`src/rtl/ram_burst_tracker.sv`:
```
// Rebuilds RAM bus bursts (latch -> latency -> data beats) into one trace packet per data word.
// Latency: a packet is visible on pkt_valid the cycle after its data strobe. Backpressure: a FIFO of
// 2^FIFO_AW entries absorbs stalls; a push into a full FIFO is dropped and sets sticky overflow.
// Optional drop counter output is enabled by defining RAM_TRACER_DROP_COUNT_EN.
module ram_burst_tracker #(
    parameter int FIFO_AW = 4,
    parameter int LAT_W   = 4
) (
    input  logic             mclk,
    input  logic             reset,
    input  logic             enable,
    input  logic [LAT_W-1:0] cfg_latency,
    input  logic [22:0]      filter_a,
    input  logic [15:0]      filter_d,
    input  logic [1:0]       filter_ublb,
    input  logic             filter_read,
    input  logic             filter_write,
    input  logic             filter_addr_latch,
    input  logic             filter_strobe,
    output logic [41:0]      pkt_data,
    output logic             pkt_valid,
    input  logic             pkt_ready,
    output logic             overflow,
    input  logic             overflow_clr,
    output logic             busy
`ifdef RAM_TRACER_DROP_COUNT_EN
    ,
    output logic [15:0]      drop_count
`endif
);

    localparam int DEPTH = 1 << FIFO_AW;

    typedef enum logic [1:0] {IDLE, LATENCY, DATA} state_t;

    state_t             state_q;
    logic [22:0]        cur_addr_q;
    logic [LAT_W-1:0]   lat_cnt_q;

    logic [41:0]        mem_q [DEPTH];
    logic [FIFO_AW-1:0] wr_ptr_q, rd_ptr_q;
    logic [FIFO_AW:0]   cnt_q, cnt_d;
    logic               ovf_q, ovf_d;

    logic beat, push_req, pop, full, push_ok, drop;
    logic [41:0] push_word;

    assign beat      = filter_read | filter_write;
    assign push_req  = enable && filter_strobe && !filter_addr_latch && (state_q == DATA) && beat;
    assign push_word = {filter_write, filter_ublb, cur_addr_q, filter_d};
    assign pop       = pkt_valid && pkt_ready;
    // Count never exceeds DEPTH, so its MSB alone marks a full FIFO.
    assign full      = cnt_q[FIFO_AW];
    assign push_ok   = push_req && (!full || pop);
    assign drop      = push_req && full && !pop;

    assign pkt_valid = (cnt_q != '0);
    assign pkt_data  = pkt_valid ? mem_q[rd_ptr_q] : '0;
    assign busy      = (state_q != IDLE);
    assign overflow  = ovf_q;

    always_ff @(posedge mclk or negedge reset) begin
        if (!reset) begin
            state_q    <= IDLE;
            cur_addr_q <= '0;
            lat_cnt_q  <= '0;
        end else if (!enable) begin
            state_q <= IDLE;
        end else if (filter_strobe) begin
            if (filter_addr_latch) begin
                cur_addr_q <= filter_a;
                lat_cnt_q  <= cfg_latency;
                state_q    <= (cfg_latency == '0) ? DATA : LATENCY;
            end else if (!beat) begin
                state_q <= IDLE;
            end else begin
                case (state_q)
                    LATENCY: begin
                        lat_cnt_q <= lat_cnt_q - LAT_W'(1);
                        if (lat_cnt_q == LAT_W'(1)) state_q <= DATA;
                    end
                    DATA:    cur_addr_q <= cur_addr_q + 23'd1;
                    default: ;
                endcase
            end
        end
    end

    always_comb begin
        cnt_d = cnt_q;
        if (push_ok && !pop)      cnt_d = cnt_q + 1'b1;
        else if (!push_ok && pop) cnt_d = cnt_q - 1'b1;
        ovf_d = ovf_q;
        if (drop)              ovf_d = 1'b1;
        else if (overflow_clr) ovf_d = 1'b0;
    end

    always_ff @(posedge mclk) begin
        if (push_ok) mem_q[wr_ptr_q] <= push_word;
    end

    always_ff @(posedge mclk or negedge reset) begin
        if (!reset) begin
            wr_ptr_q <= '0;
            rd_ptr_q <= '0;
            cnt_q    <= '0;
            ovf_q    <= 1'b0;
        end else begin
            if (push_ok) wr_ptr_q <= wr_ptr_q + 1'b1;
            if (pop)     rd_ptr_q <= rd_ptr_q + 1'b1;
            cnt_q <= cnt_d;
            ovf_q <= ovf_d;
        end
    end

`ifdef RAM_TRACER_DROP_COUNT_EN
    logic [15:0] drop_cnt_q, drop_cnt_d;

    always_comb begin
        drop_cnt_d = drop_cnt_q;
        if (overflow_clr)                      drop_cnt_d = drop ? 16'd1 : 16'd0;
        else if (drop && drop_cnt_q != 16'hFFFF) drop_cnt_d = drop_cnt_q + 16'd1;
    end

    always_ff @(posedge mclk or negedge reset) begin
        if (!reset) drop_cnt_q <= '0;
        else        drop_cnt_q <= drop_cnt_d;
    end

    assign drop_count = drop_cnt_q;
`endif

endmodule

```
`config.mk`:
```
export PLATFORM = sky130hd
export DESIGN_NAME = ram_burst_tracker
export DESIGN_NICKNAME = d
export VERILOG_FILES = /design/src/rtl/ram_burst_tracker.sv
export SDC_FILE = /design/constraint.sdc
export NUM_CORES = 1
export LEC_CHECK = 0
export ABC_AREA = 1
export CORE_ASPECT_RATIO = 0.6
export CORE_MARGIN = 2
export CORE_UTILIZATION = 45
export DETAILED_ROUTE_END_ITERATION = 10
export PLACE_DENSITY = 0.62
export REMOVE_ABC_BUFFERS = 1
export SYNTH_ARGS = -nofsm -noshare
export SYNTH_HDL_FRONTEND = slang
export SYNTH_SLANG_ARGS = --single-unit
export TNS_END_PERCENT = 20
```
`constraint.sdc`:
```
create_clock -name mclk -period 4.4 [get_ports mclk]
set_clock_uncertainty 0.1 [all_clocks]
set_input_delay 0.88 -clock mclk [delete_from_list [all_inputs] [get_ports mclk]]
set_output_delay 0.88 -clock mclk [all_outputs]
set_load 0.02 [all_outputs]
```
## Word level (Yosys, flattened, before mapping)

Memory sizes are Yosys's and may differ from the RTL's.
Index checks and enable logic that the tools add are counted.

| word-level totals | value |
|---|---|
| memories kept | 1 |
| RAM bits | 672 |
| input port bits | 54 |
| register bits after elaboration | 43 |
| output and inout bits | 45 |
| logic and storage cells | 67 |

Memory list:

| memory | words | width | read ports | clocked after Yosys merged registers in | wr ports | line | source |
|---|---|---|---|---|---|---|---|
| mem_q | 16 | 42 | 1 | 0 | 1 | 40 | `logic [41:0] mem_q [DEPTH];` |

| operators by class | value |
|---|---|
| multiplexer cells | 20 |
| $add $sub $neg | 6 |
| bitwise operators | 1 |
| reduce and logical (&&, ||, !) cells | 26 |
| equal/unequal tests | 6 |

Operators by type and width:

| operator | count |
|---|---|
| 23-bit 2-to-1 mux | 3 |
| 42-bit 2-to-1 mux | 1 |
| 23-bit by 1-bit adder with 23-bit output, second input constant | 1 |
| 2-bit 2-to-1 mux | 7 |
| 4-bit 2-to-1 mux | 3 |
| 2-bit nonzero test | 6 |
| 1-bit logical AND | 10 |
| 5-bit 2-to-1 mux | 2 |
| 4-bit by 1-bit adder with 4-bit output, second input constant | 2 |
| 4-bit by 3-bit != test with 1-bit output, second input constant | 2 |
| 4-bit AND reduction | 2 |
| 5-bit by 1-bit adder with 5-bit output, second input constant | 1 |
| 5-bit nonzero test | 1 |
| 5-bit by 1-bit subtractor with 5-bit output, second input constant | 1 |
| 4-bit by 1-bit equality test with 1-bit output, second input constant | 1 |
| 1-bit zero test | 4 |
| 4-bit zero test | 1 |
| 1-bit 2-to-1 mux | 4 |
| 4-bit by 1-bit subtractor with 4-bit output, second input constant | 1 |
| 3-bit AND reduction | 1 |
| 2-bit by 1-bit equality test with 1-bit output, second input constant | 1 |
| 2-bit equality test, second input constant | 1 |
| 2-bit by 1-bit != test with 1-bit output, second input constant | 1 |
| 1-bit logical OR | 1 |
| 1-bit bitwise OR | 1 |

## Logic depth before layout (Yosys ltp)

| logic depth | value |
|---|---|
| depth in word-level cells | 9 |
| depth in mapped cells | 14 |
| mapped depth without buffers | 14 |

## Worst setup path before layout

No wires, ideal clock.

| path | value |
|---|---|
| kind | input port to flip-flop |
| start | in filter_write |
| end | mem mem_q[15][0], enable pin |
| slack | 0.560 ns |
| path buffers | 0 |
| data required time | 3.859 ns |
| arrival time | 3.299 ns |
| stages | 8 |
| library setup time | 0.441 ns |
| path through | nor2_1 -> nor2_1 -> nand2_1 -> nor2_1 -> nand2_1 -> nor2_1 -> nand2_1 -> nor2_1 |

| on the way | value |
|---|---|
| longest elaborated chain between the ends | 5 |

RTL lines:

| what | line | source |
|---|---|---|
| start, declared | 17 | `input logic filter_write,` |
| 1-bit bitwise OR | 48 | `assign beat = filter_read \| filter_write;` |
| 1-bit logical AND | 49 | `assign push_req = enable && filter_strobe && !filter_addr_latch && (state_q == DATA) && beat;` |
| 1-bit logical AND | 54 | `assign push_ok = push_req && (!full \|\| pop);` |
| 1-bit 2-to-1 mux | 99 | `if (push_ok) mem_q[wr_ptr_q] <= push_word;` |
| 1-bit 2-to-1 mux (implied by the code) | 99 |  |
| end, declared | 40 |  |

No other way between the ends.

## Final worst setup path

| path | value |
|---|---|
| start | reg rd_ptr_q[0] |
| end | out pkt_data[13] |

| on the way | value |
|---|---|
| longest elaborated chain between the ends | 2 |

RTL lines:

| what | line | source |
|---|---|---|
| start, declared | 41 | `logic [FIFO_AW-1:0] wr_ptr_q, rd_ptr_q;` |
| start signal, assigned | 110 | `if (pop) rd_ptr_q <= rd_ptr_q + 1'b1;` |
| memory read 16 x 42 bit | n/a |  |
| 42-bit 2-to-1 mux | 58 | `assign pkt_data = pkt_valid ? mem_q[rd_ptr_q] : '0;` |
| end, declared | 20 | `output logic [41:0] pkt_data,` |

No other way between the ends.

==> qor.yml <==
rsz0062_at_grt: "true"
place.gp.congestion: 0.846
path_class: "reg -> out"
path_max_fanout: 55
critical_path_arrival_ns: 3.24
ant_nets: 0
root_buffer: "clkbuf_16"
initial_utilization_pct: 45.4
routed_wl_um: 78500
layout_common_cells: "nand2_1, edfxtp_1, nand3_1"
wire_per_inst_um: 21.4
relSlewSlack_pct: 39.5
diodes: 0
fin_crit_sh_pct: 95.9
yosysWarnings: 0
top_level_ports: 99
vias: 20200
hold_viol_final: 0
cts_buffers: 68
holdBufCountCts: 0
slowest_stage: "clkdlybuf4s50_1"
p_leak_nw: 12.5
regToRegSetupSlack_ns: 1.73
firstDrtPassIters: 7
finalPower_w: 0.0219
areaGrowthSynthToFinish_pct: 14.1
rows: 73
hold_class: "in -> async"
grt_pass1_vias: 19200
start_kind: "flip-flop"
seq_area_frac_synth_pct: 70.6
endpoint_kind: "output pin"
die_y_um: 204
grt.total_usage_pct: 23.0
muxShareOfSynthArea_pct: 0.0374
grt_max_degree: 100
clockBufferDepth: 3
outcome: "finished clean"
initialDrtViolationCount: 2399
tightestPinTransition_ns: 0.907
grt_pass1_wl_um: 119000
via_per_inst: 5.49
htreeDepth: 3
clk_pin_slew_ns: 0.07
core-area_mm2: 0.0662
syn-cell-area_mm2: 0.0301
ys_ff_latch: 715
netlist_instances: 2649
synth_cell_types: 39
fillCellCount: 5712
power_density_mw_per_mm2: 637
ir_drop_uv: 559
maxCapViolCount: 0
synth_top_family_by_area: "simple AND/OR/NAND/NOR gates"
gr-total-overflow: 0
final_max_slew_viol_count: 0
synthXorXnorAreaFrac_pct: 0.349
antenna_found_initial: 0
cpPeakStageDelay_ns: 0.63
cts_tree: "built"
die_area_mm2: 0.0690
hpwl_um: 41100
cp.required_ns: 3.42
final_nets: 2794
period_needed_ns: 4.22
path_cells: "inv_12 -> buf_12 -> buf_4 -> nand2_1 -> nand3_1 -> nand3_1 -> nand2_1 -> nand2_1 -> a21oi_1 -> clkdlybuf4s50_1"
final_common_cell: "nand2_1"
clkSinkCount: 715
finalSetupViolCount: 0
fin_area_mm2: 0.0343
clock.fmax_mhz: 237
insertion_delay_ns: 0.59
synth-simple-area-share_pct: 22.2
die_w_um: 338
drc_errors: 0
drive_above_1_share_pct: 7.06
synth_fa_ha_area_share_pct: 0.607
dpl-instance-area_mm2: 0.0321
cpMostUsedCell: "nand2_1"
io_buffers: 98
avgSynthCellArea_um2: 11.4
synth_compound_area_share_pct: 1.76
## final timing paths
path,cells after the start,end,startpoint
setup / recovery,10,pkt_data[13],rd_ptr_q[0]$_DFFE_PN0N_
setup reg to reg,11,cnt_q[4]$_DFFE_PN0P_,cnt_q[4]$_DFFE_PN0P_
hold / removal,1,state_q[0]$_DFFE_PN0P_,reset
max in group asynchronous,2,rd_ptr_q[2]$_DFFE_PN0N_,reset
hold reg to reg,2,cnt_q[3]$_DFFE_PN0P_,cnt_q[3]$_DFFE_PN0P_
min in group mclk,2,cnt_q[3]$_DFFE_PN0P_,cnt_q[3]$_DFFE_PN0P_
## cell families after synthesis
logic type,after synthesis
AO/OA/AOI/OAI,101
XOR/XNOR,12
adder cells (fa/ha/maj),14
buffers and inverters,217
flip-flops,715
multiplexers,1
AND/OR/NAND/NOR,1589
## layer usage
metal  share of wire (%)  vias to the layer above  track usage [%]
met5                   0                        -                0
met4                 2.1                        0             5.73
met3                 8.2                      113             3.83
met2                  43                      845             34.2
met1                  46                     9901             35.0
li1                    -                     9344                -
## worst max-delay path, delay by kind of cell (launching register included)
family | cells | cell delay, ns
and+or+nand+nor | 5 | 0.39
DFF | 1 | 0.62
buffers and inverters | 4 | 1.47
AOI/OAI and AO/OA | 1 | 0.18
## cell type report
cell class | count | area, um2 | share of cell area [%]
Sequential cell | 715 | 21300 | 61.9
Multi-Input combinational cell | 1717 | 7630 | 22.2
Timing Repair Buffer | 162 | 1870 | 5.45
Clock buffer | 86 | 1840 | 5.37
Tap cell | 900 | 1130 | 3.28
Clock inverter | 35 | 339 | 0.988
Inverter | 62 | 251 | 0.732
## per-stage QoR
| stage | util, % | cells | worst slack, ns | hold slack [ns] | setup TNS (ns) |
|---|---|---|---|---|---|
| 2_1_floorplan | - | 2494 | -6.27 | 0.364 | -274.30 |
| 3_3_place_gp | 48.5 | 3556 | 0.664 | 0.384 | 0 |
| 3_5_place_dp | 48.5 | 3556 | 0.620 | 0.415 | 0 |
| 4_1_cts | 51.8 | 3677 | 0.0588 | 0.321 | 0 |
| 5_1_grt | 51.8 | 3677 | 0.000610 | 0.347 | 0 |
| 6_report | 51.8 | 3677 | 0.181 | 0.318 | 0 |
## cell usage after synthesis
| library cell | count | area, um2 |
|---|---|---|
| buf_8 | 2 | 30.0 |
| nor2_2 | 3 | 18.8 |
| inv_2 | 3 | 11.3 |
| nor2_4 | 1 | 11.3 |
| edfxtp_1 | 672 | 20200 |
| nand4_1 | 5 | 31.3 |
| o221ai_1 | 1 | 8.76 |
| or2_2 | 1 | 6.26 |
| buf_12 | 1 | 20.0 |
| buf_6 | 36 | 405 |
| nand3_1 | 535 | 2680 |
| buf_2 | 44 | 220 |
| clkinv_1 | 3 | 11.3 |
| o21ai_0 | 30 | 150 |
| o31ai_1 | 1 | 7.51 |
| nand2_1 | 965 | 3620 |
| nand2_2 | 2 | 12.5 |
| o211ai_1 | 1 | 7.51 |
| nand3_2 | 1 | 10.0 |
| dfrtp_1 | 43 | 1080 |
| o22ai_1 | 1 | 6.26 |
| xor2_1 | 10 | 87.6 |
| ha_1 | 13 | 163 |
| nor2_1 | 73 | 274 |
| a211oi_1 | 1 | 7.51 |
| buf_1 | 10 | 37.5 |
| a21boi_0 | 1 | 7.51 |
| o32ai_1 | 1 | 8.76 |
| fa_1 | 1 | 20.0 |
| mux2_2 | 1 | 11.3 |
| nor3_1 | 3 | 15.0 |
| clkbuf_1 | 24 | 90.1 |
| a21oi_1 | 61 | 305 |
| inv_1 | 55 | 206 |
| a22oi_1 | 2 | 15.0 |
| clkinv_4 | 1 | 8.76 |
| buf_4 | 38 | 285 |
| o21ai_1 | 1 | 5.00 |
| xnor2_1 | 2 | 17.5 |
## repair_timing
item | CTS | global route
buffers inserted | 0 | 0
setup endpoints to repair | 1 | 5
gates resized for setup | 1 | 5
pin swaps | 0 | 0
## state kept, by name, summed over array words and instances (netlist names)
name        flops
state_q         2
lat_cnt_q       4
overflow        1
cur_addr_q     23
wr_ptr_q        4
mem_q         672
cnt_q           5
rd_ptr_q        4
## where the power goes
part	total (W)	internal, W	switching [W]	leakage [nW]
combinational	0.00776	0.00265	0.00512	4.91
clock	0.00585	0.00338	0.00247	1.07
sequential	0.00824	0.00779	0.000453	6.55
Power figures use the tool's default switching activity.
